### src/rtl/inst_fetch_arbiter_pkg.sv
// inst_fetch_arbiter_pkg
// Shared constants and types for the instruction-fetch arbiter slice.
// Contents: bus widths, ROM depth, chip-enable levels and the encoding of
// the response-owner state.
package inst_fetch_arbiter_pkg;

  localparam int InstAddrBus    = 32;
  localparam int InstBus        = 32;
  localparam int InstMemNumLog2 = 17;

  localparam logic [31:0] ZeroWord    = 32'h0000_0000;
  localparam logic        ChipEnable  = 1'b1;
  localparam logic        ChipDisable = 1'b0;

  // Who owns the response register in the cycle after a grant.
  typedef enum logic [1:0] {
    IDLE   = 2'd0,
    RSP_M0 = 2'd1,
    RSP_M1 = 2'd2
  } owner_e;

endpackage

### src/rtl/inst_arb_grant.sv
// inst_arb_grant
// Combinational grant decision between the fetch port (M0) and the secondary
// reader (M1), plus the arbitration state that steers it.
// Default build: M0 fixed priority, M1 forced through after STARVE_LIMIT
// consecutive denied cycles. With INST_ARB_RR_EN defined: one-bit round-robin
// pointer to the last-granted port. A flush always blocks M0.
// Ports:
//   clk, rst           clock, synchronous active-high reset
//   m0_req, m1_req     requests
//   flush              pipeline flush (blocks M0)
//   m0_gnt, m1_gnt     one-hot-or-zero grants, same cycle as request
module inst_arb_grant #(
  parameter int STARVE_LIMIT = 4
) (
  input  logic clk,
  input  logic rst,
  input  logic m0_req,
  input  logic m1_req,
  input  logic flush,
  output logic m0_gnt,
  output logic m1_gnt
);

`ifdef INST_ARB_RR_EN
  // 1'b0 = M0 granted last, 1'b1 = M1 granted last.
  logic last_q, last_d;

  // Round-robin grant: on contention the port not granted last wins.
  always_comb begin
    m0_gnt = 1'b0;
    m1_gnt = 1'b0;
    if (rst) begin
      m0_gnt = 1'b0;
    end else if (m0_req && m1_req && !flush) begin
      if (last_q == 1'b0) begin
        m1_gnt = 1'b1;
      end else begin
        m0_gnt = 1'b1;
      end
    end else if (m1_req) begin
      m1_gnt = 1'b1;
    end else if (m0_req && !flush) begin
      m0_gnt = 1'b1;
    end else begin
      m0_gnt = 1'b0;
    end
  end

  // Pointer follows every grant.
  always_comb begin
    last_d = last_q;
    if (m1_gnt) begin
      last_d = 1'b1;
    end else if (m0_gnt) begin
      last_d = 1'b0;
    end else begin
      last_d = last_q;
    end
  end

  // Pointer register, reset to M0.
  always_ff @(posedge clk) begin
    if (rst) begin
      last_q <= 1'b0;
    end else begin
      last_q <= last_d;
    end
  end
`else
  localparam int              CNT_W = $clog2(STARVE_LIMIT + 1);
  localparam logic [CNT_W-1:0] LIMIT = CNT_W'(STARVE_LIMIT);

  logic [CNT_W-1:0] starve_q, starve_d;

  // Fixed M0 priority; M1 wins when M0 is idle, flushed, or M1 has starved.
  always_comb begin
    m0_gnt = 1'b0;
    m1_gnt = 1'b0;
    if (rst) begin
      m0_gnt = 1'b0;
    end else if (m1_req && (!m0_req || (starve_q == LIMIT) || flush)) begin
      m1_gnt = 1'b1;
    end else if (m0_req && !flush) begin
      m0_gnt = 1'b1;
    end else begin
      m0_gnt = 1'b0;
    end
  end

  // Count consecutive denied M1 cycles, saturating at the limit.
  always_comb begin
    starve_d = {CNT_W{1'b0}};
    if (m1_req && !m1_gnt) begin
      if (starve_q == LIMIT) begin
        starve_d = starve_q;
      end else begin
        starve_d = starve_q + {{(CNT_W-1){1'b0}}, 1'b1};
      end
    end else begin
      starve_d = {CNT_W{1'b0}};
    end
  end

  // Starvation counter register.
  always_ff @(posedge clk) begin
    if (rst) begin
      starve_q <= {CNT_W{1'b0}};
    end else begin
      starve_q <= starve_d;
    end
  end
`endif

endmodule

### src/rtl/inst_fetch_arbiter.sv
// inst_fetch_arbiter
// Shares the single-port instruction ROM between the IF stage (M0) and a
// secondary reader (M1). Grants are combinational; the ROM word is captured
// into a registered response one cycle after the grant. Misaligned or
// out-of-range addresses are granted but never reach the ROM and come back
// as err=1 with a zero word. A flush blocks M0 grants and kills the M0
// response currently on the outputs.
// Optional feature macro: INST_ARB_RR_EN (round-robin instead of fixed M0
// priority with starvation limit).
// Ports:
//   clk, rst                       clock, synchronous active-high reset
//   m0_* / m1_*                    req/addr in; gnt, rvalid, rdata, err out
//   flush                          pipeline flush
//   stallreq                       M0 requesting but not granted (no flush)
//   rom_ce, rom_addr, rom_inst     ROM enable/address out, read data in
module inst_fetch_arbiter
  import inst_fetch_arbiter_pkg::*;
#(
  parameter int ADDR_W         = InstAddrBus,
  parameter int DATA_W         = InstBus,
  parameter int ROM_DEPTH_LOG2 = InstMemNumLog2,
  parameter int STARVE_LIMIT   = 4
) (
  input  logic              clk,
  input  logic              rst,
  input  logic              m0_req,
  input  logic [ADDR_W-1:0] m0_addr,
  output logic              m0_gnt,
  output logic              m0_rvalid,
  output logic [DATA_W-1:0] m0_rdata,
  output logic              m0_err,
  input  logic              m1_req,
  input  logic [ADDR_W-1:0] m1_addr,
  output logic              m1_gnt,
  output logic              m1_rvalid,
  output logic [DATA_W-1:0] m1_rdata,
  output logic              m1_err,
  input  logic              flush,
  output logic              stallreq,
  output logic              rom_ce,
  output logic [ADDR_W-1:0] rom_addr,
  input  logic [DATA_W-1:0] rom_inst
);

  // Word-aligned and below the ROM top.
  function automatic logic addr_bad(input logic [ADDR_W-1:0] a);
    return (a[1:0] != 2'b00) ||
           ((a >> (ROM_DEPTH_LOG2 + 2)) != {ADDR_W{1'b0}});
  endfunction

  logic              g0_s, g1_s;
  logic [ADDR_W-1:0] gnt_addr_s;
  logic              gnt_err_s;
  owner_e            owner_q, owner_d;
  logic [DATA_W-1:0] rdata_q, rdata_d;
  logic              err_q, err_d;

  inst_arb_grant #(
    .STARVE_LIMIT(STARVE_LIMIT)
  ) u_grant (
    .clk    (clk),
    .rst    (rst),
    .m0_req (m0_req),
    .m1_req (m1_req),
    .flush  (flush),
    .m0_gnt (g0_s),
    .m1_gnt (g1_s)
  );

  assign m0_gnt   = g0_s;
  assign m1_gnt   = g1_s;
  // Reset gate keeps stallreq low while grants are suppressed in reset.
  assign stallreq = m0_req & ~g0_s & ~flush & ~rst;

  // Select the granted address, drive the ROM and form the next response.
  always_comb begin
    gnt_addr_s = {ADDR_W{1'b0}};
    gnt_err_s  = 1'b0;
    rom_ce     = ChipDisable;
    rom_addr   = {ADDR_W{1'b0}};
    owner_d    = IDLE;
    rdata_d    = {DATA_W{1'b0}};
    err_d      = 1'b0;
    if (g1_s) begin
      gnt_addr_s = m1_addr;
      owner_d    = RSP_M1;
    end else if (g0_s) begin
      gnt_addr_s = m0_addr;
      owner_d    = RSP_M0;
    end else begin
      owner_d    = IDLE;
    end
    if (g0_s || g1_s) begin
      gnt_err_s = addr_bad(gnt_addr_s);
      err_d     = gnt_err_s;
      if (!gnt_err_s) begin
        rom_ce   = ChipEnable;
        rom_addr = gnt_addr_s;
        rdata_d  = rom_inst;
      end else begin
        rom_ce   = ChipDisable;
      end
    end else begin
      gnt_err_s = 1'b0;
    end
  end

  // Response register: owner, captured word and error flag.
  always_ff @(posedge clk) begin
    if (rst) begin
      owner_q <= IDLE;
      rdata_q <= {DATA_W{1'b0}};
      err_q   <= 1'b0;
    end else begin
      owner_q <= owner_d;
      rdata_q <= rdata_d;
      err_q   <= err_d;
    end
  end

  // Route the registered response to its owner; flush kills the M0 side.
  always_comb begin
    m0_rvalid = 1'b0;
    m0_rdata  = {DATA_W{1'b0}};
    m0_err    = 1'b0;
    m1_rvalid = 1'b0;
    m1_rdata  = {DATA_W{1'b0}};
    m1_err    = 1'b0;
    case (owner_q)
      RSP_M0: begin
        if (!flush) begin
          m0_rvalid = 1'b1;
          m0_rdata  = rdata_q;
          m0_err    = err_q;
        end else begin
          m0_rvalid = 1'b0;
        end
      end
      RSP_M1: begin
        m1_rvalid = 1'b1;
        m1_rdata  = rdata_q;
        m1_err    = err_q;
      end
      default: begin
        m0_rvalid = 1'b0;
      end
    endcase
  end

endmodule

### config.mk
export PLATFORM = sky130hd
export DESIGN_NAME = inst_fetch_arbiter
export DESIGN_NICKNAME = d
export VERILOG_FILES = /design/src/rtl/inst_fetch_arbiter_pkg.sv /design/src/rtl/inst_arb_grant.sv /design/src/rtl/inst_fetch_arbiter.sv
export SDC_FILE = /design/constraint.sdc
export NUM_CORES = 1
export LEC_CHECK = 0
export BUFFER_PORTS_ARGS = -buffer_cell sky130_fd_sc_hd__buf_2
export CAP_MARGIN = 5
export CELL_PAD_IN_SITES_DETAIL_PLACEMENT = 1
export CELL_PAD_IN_SITES_GLOBAL_PLACEMENT = 1
export CORE_MARGIN = 1.5
export CORE_UTILIZATION = 26
export DETAILED_ROUTE_END_ITERATION = 6
export PLACE_DENSITY_LB_ADDON = 0.1
export SKIP_LAST_GASP = 1
export SLEW_MARGIN = 40
export SYNTH_ARGS = -nofsm -noshare
export SYNTH_HDL_FRONTEND = slang
export SYNTH_SLANG_ARGS = --single-unit
### constraint.sdc
create_clock -name clk -period 2.08 [get_ports clk]
set_input_delay 0.104 -clock clk [delete_from_list [all_inputs] [get_ports clk]]
set_output_delay 0.104 -clock clk [all_outputs]
set_load 0.01 [all_outputs]
==> results.py <==
metrics = {
    "power_and_ir_drop": {
        "powerDensity_nw_per_um2": 501.6,
        "p_int_mw": 1.488,
        "peakVddDrop_uv": 243.5,
        "switching_share": 0.2638,
        "p_seq_frac": 0.382,
        "comb_power_share": 0.246,
        "p_leak_nw": 2.117,
        "power_frac_clock": 0.371,
        "p_sw_mw": 0.5331,
    },
    "critical_path": {
        "critical_path_class": "flip-flop to output port",
        "startpoint_type": "flip-flop",
        "critPathRequiredTime_ns": 1.98,
        "cp_max_fo": 7,
        "worst_r2r_startpoint": "u_grant.starve_q[1]$_SDFFE_PP0N_",
        "r2r_cells": 10,
        "reg2reg_slack_ns": 0.09,
        "r2r_end": "err_q$_SDFF_PP0_",
        "critPathArrivalTime_ns": 2.02,
        "end_kind": "output port",
    },
    "clocking": {
        "cts_tree": "done",
        "cts_buffers": 5,
        "cts.sink_count": 38,
        "cts_root_buffer": "clkbuf_8",
        "clk_path_buf_depth": 2,
        "worstSkewPairLatency_ns": 0.28,
        "clkTransAtPathRegs_ns": 0.08,
        "ctsHtreeMaxLevel": 2,
        "cts_hold_buf": 0,
    },
    "detailed_routing": {
        "avgViaCountPerCell": 4.370,
        "route.detailed.drc": 0,
        "ant_nets": 0,
        "wl_per_cell_um": 13.45,
        "dr.pass1.iters": 4,
        "drt_wl_total_um": 8067,
        "drt_iter0_drc": 18,
        "via_count": 2622,
    },
    "flow_run": {
        "drv_cap": 0,
    },
    "status": {
        "status": "complete, but fails checks",
        "violations": "negative setup slack",
    },
    "finish": {
        "seq_area_sq_um": 763.2,
        "multi_input_area_sq_um": 1568,
        "finish.utilization": 0.4381,
        "fin_cells": 600,
        "antenna_cells": 0,
        "n_fill_cell": 1161,
        "area_delta_synth_final_pct": 64.79,
        "fin_nets": 591,
        "final_layout_size_suffix_gt1_frac": 0.6237,
    },
    "logic_synthesis": {
        "ys_seq_area_frac": 0.3112,
        "async_flop_share": 0,
        "synth_warnings": 0,
        "synth_area_leaders": "dfxtp_1, nor3_2, and2_1",
        "syn_avg_cell_area_sq_um": 8.701,
        "ys_seq_elements": 38,
        "synthFlopType": "dfxtp_1",
        "synth_top_area_frac": 0.3112,
        "synth_top_cell_by_area": "dfxtp_1",
        "syn_inst": 281,
        "ys_types": 30,
        "synth_area_sq_um": 2445,
        "synth_edf_count": 0,
    },
    "place": {
        "dp_slack_ns": 0.06719,
        "port_buffers": 189,
        "place_congestion": 0.7262,
        "dpl.cell_count": 574,
        "hpwlAfterDp_um": 6197,
    },
    "global_routing": {
        "grt_max_degree": 35,
        "grt.overflow.total": 0,
        "grt_antenna_before_repair": 0,
        "grt_use_total": 0.1574,
        "grt_pass1_vias": 2632,
        "grt_pass1_wl_um": 12560,
    },
    "timing": {
        "period_needed_ns": 2.125,
        "setup_tns_ns": -0.6254,
        "finalWorstSetupSlack_ns": -0.04526,
        "slew_viol_final": 0,
        "final-hold-violation-count": 0,
        "fin_crit_sh": 1.022,
        "finalSetupViolCount": 18,
        "fin_skew_ns": 0.007446,
        "max_freq_mhz": 470.5,
        "finalHoldWorstSlack_ns": 0.04522,
        "rsz0062_at_grt": "yes",
    },
    "floorplan": {
        "die_h_um": 99.97,
        "dieArea_sq_um": 9994,
        "ios": 205,
        "die_w_um": 99.97,
        "start_util": 0.2659,
        "rows": 35,
        "core_area_sq_um": 9196,
    },
    "worst_hold_path": {
        "min_path_cells": 3,
        "hold_class": "input pin to flip-flop",
        "holdCritStartpoint": "rom_inst[28]",
        "min_to": "rdata_q[28]$_SDFF_PP0_",
    },
}
-- Yosys cell counts (2+ instances only) --
library cell / instances
and2_1: 67
nor3_2: 49
dfxtp_1: 38
nand2_1: 34
a22oi_1: 17
buf_4: 15
clkbuf_1: 11
nor2_1: 7
buf_2: 6
buf_6: 5
inv_1: 5
or4_1: 5
and3_1: 2
ha_1: 2
nor2b_1: 2
o22ai_2: 2
-- layout by cell type (no fill, tap or decap), types with 3 or more instances in the layout --
cell type and count:
nor3_4 3, and2_1 66, dfxtp_1 36, buf_6 3, a22oi_1 13, nand2_1 34, clkbuf_8 5, buf_2 189
nor2_1 7, buf_4 18, or4_1 5, nor3_2 46, inv_1 3, conb_1 15, a22oi_2 4, buf_12 10
-- how the worst max path moves through the flow --
stage,start,endpoint,slack (ns),cells past startpoint
2_1_floorplan,u_grant.starve_q[0]$_SDFFE_PP0N_,rom_addr[10],0.18,9
3_3_place_gp,u_grant.starve_q[0]$_SDFFE_PP0N_,rom_addr[3],0.09,9
3_5_place_dp,u_grant.starve_q[0]$_SDFFE_PP0N_,rom_addr[3],0.07,9
4_1_cts,u_grant.starve_q[1]$_SDFFE_PP0N_,rom_addr[6],-0.14,10
5_1_grt,u_grant.starve_q[1]$_SDFFE_PP0N_,rom_addr[4],-0.16,10
6_report,u_grant.starve_q[1]$_SDFFE_PP0N_,rom_addr[8],-0.05,10
-- flip-flops by register name (all words and copies together) (netlist names) --
register,flops
err_q,1
rdata_q,32
u_grant.starve_q,3
owner_q,2
-- through the flow --
stage	instance area (sq um)	power [mW]
final	4029	2.021
after detailed placement	3588	1.226
after floorplan	2497	1.028
after CTS	3943	2.031
after global placement	3588	1.217
after global routing	4029	2.138
-- area by class of cell --
| class | count | share of cell area |
|---|---|---|
| tap | 111 | 0.03447 |
| inverter | 7 | 0.008385 |
| clock buffer | 5 | 0.01708 |
| sequential | 38 | 0.1894 |
| clock inverter | 3 | 0.01708 |
| multi-input combinational | 213 | 0.3891 |
| timing repair buffer | 223 | 0.3444 |
-- repair_timing --
action	CTS	global route
pin swaps	7	8
endpoints found under the setup margin	19	47
resized for setup	15	12
buffers inserted	14	2
gates cloned	1	1
-- cells by family after synthesis --
group	synth area share
DFF	0.3112
AOI/OAI and AO/OA	0.06806
adders and majority gates	0.01023
and+or+nand+nor	0.5000
other	0.001534
buffers and inverters	0.1090
-- routing by layer --
layer	wire length (um)	track usage	vias to the layer above
li1	-	-	1317
met1	3142	0.1777	1179
met2	4325	0.3056	124
met3	551	0.02646	2
met4	47	0.03575	0
met5	0	0	-
-- worst max-delay path, cell delays in order (launching register included) --
cell      delay, ns
dfxtp_2        0.34
inv_2          0.05
ha_4           0.16
and3_4         0.16
or3_4          0.38
clkinv_4       0.07
buf_12         0.12
buf_8          0.11
a22oi_1        0.07
nor3_2         0.12
buf_2          0.15
-- power by group through the flow --
stage	combinational [mW]	clock (mW)	sequential, mW
floorplan	0.245	0	0.783
global placement	0.428	0	0.789
detailed placement	0.435	0	0.791
CTS	0.485	0.773	0.773
global route	0.544	0.816	0.778
finish	0.498	0.751	0.773
No activity file was read; power rests on OpenSTA's default activity.
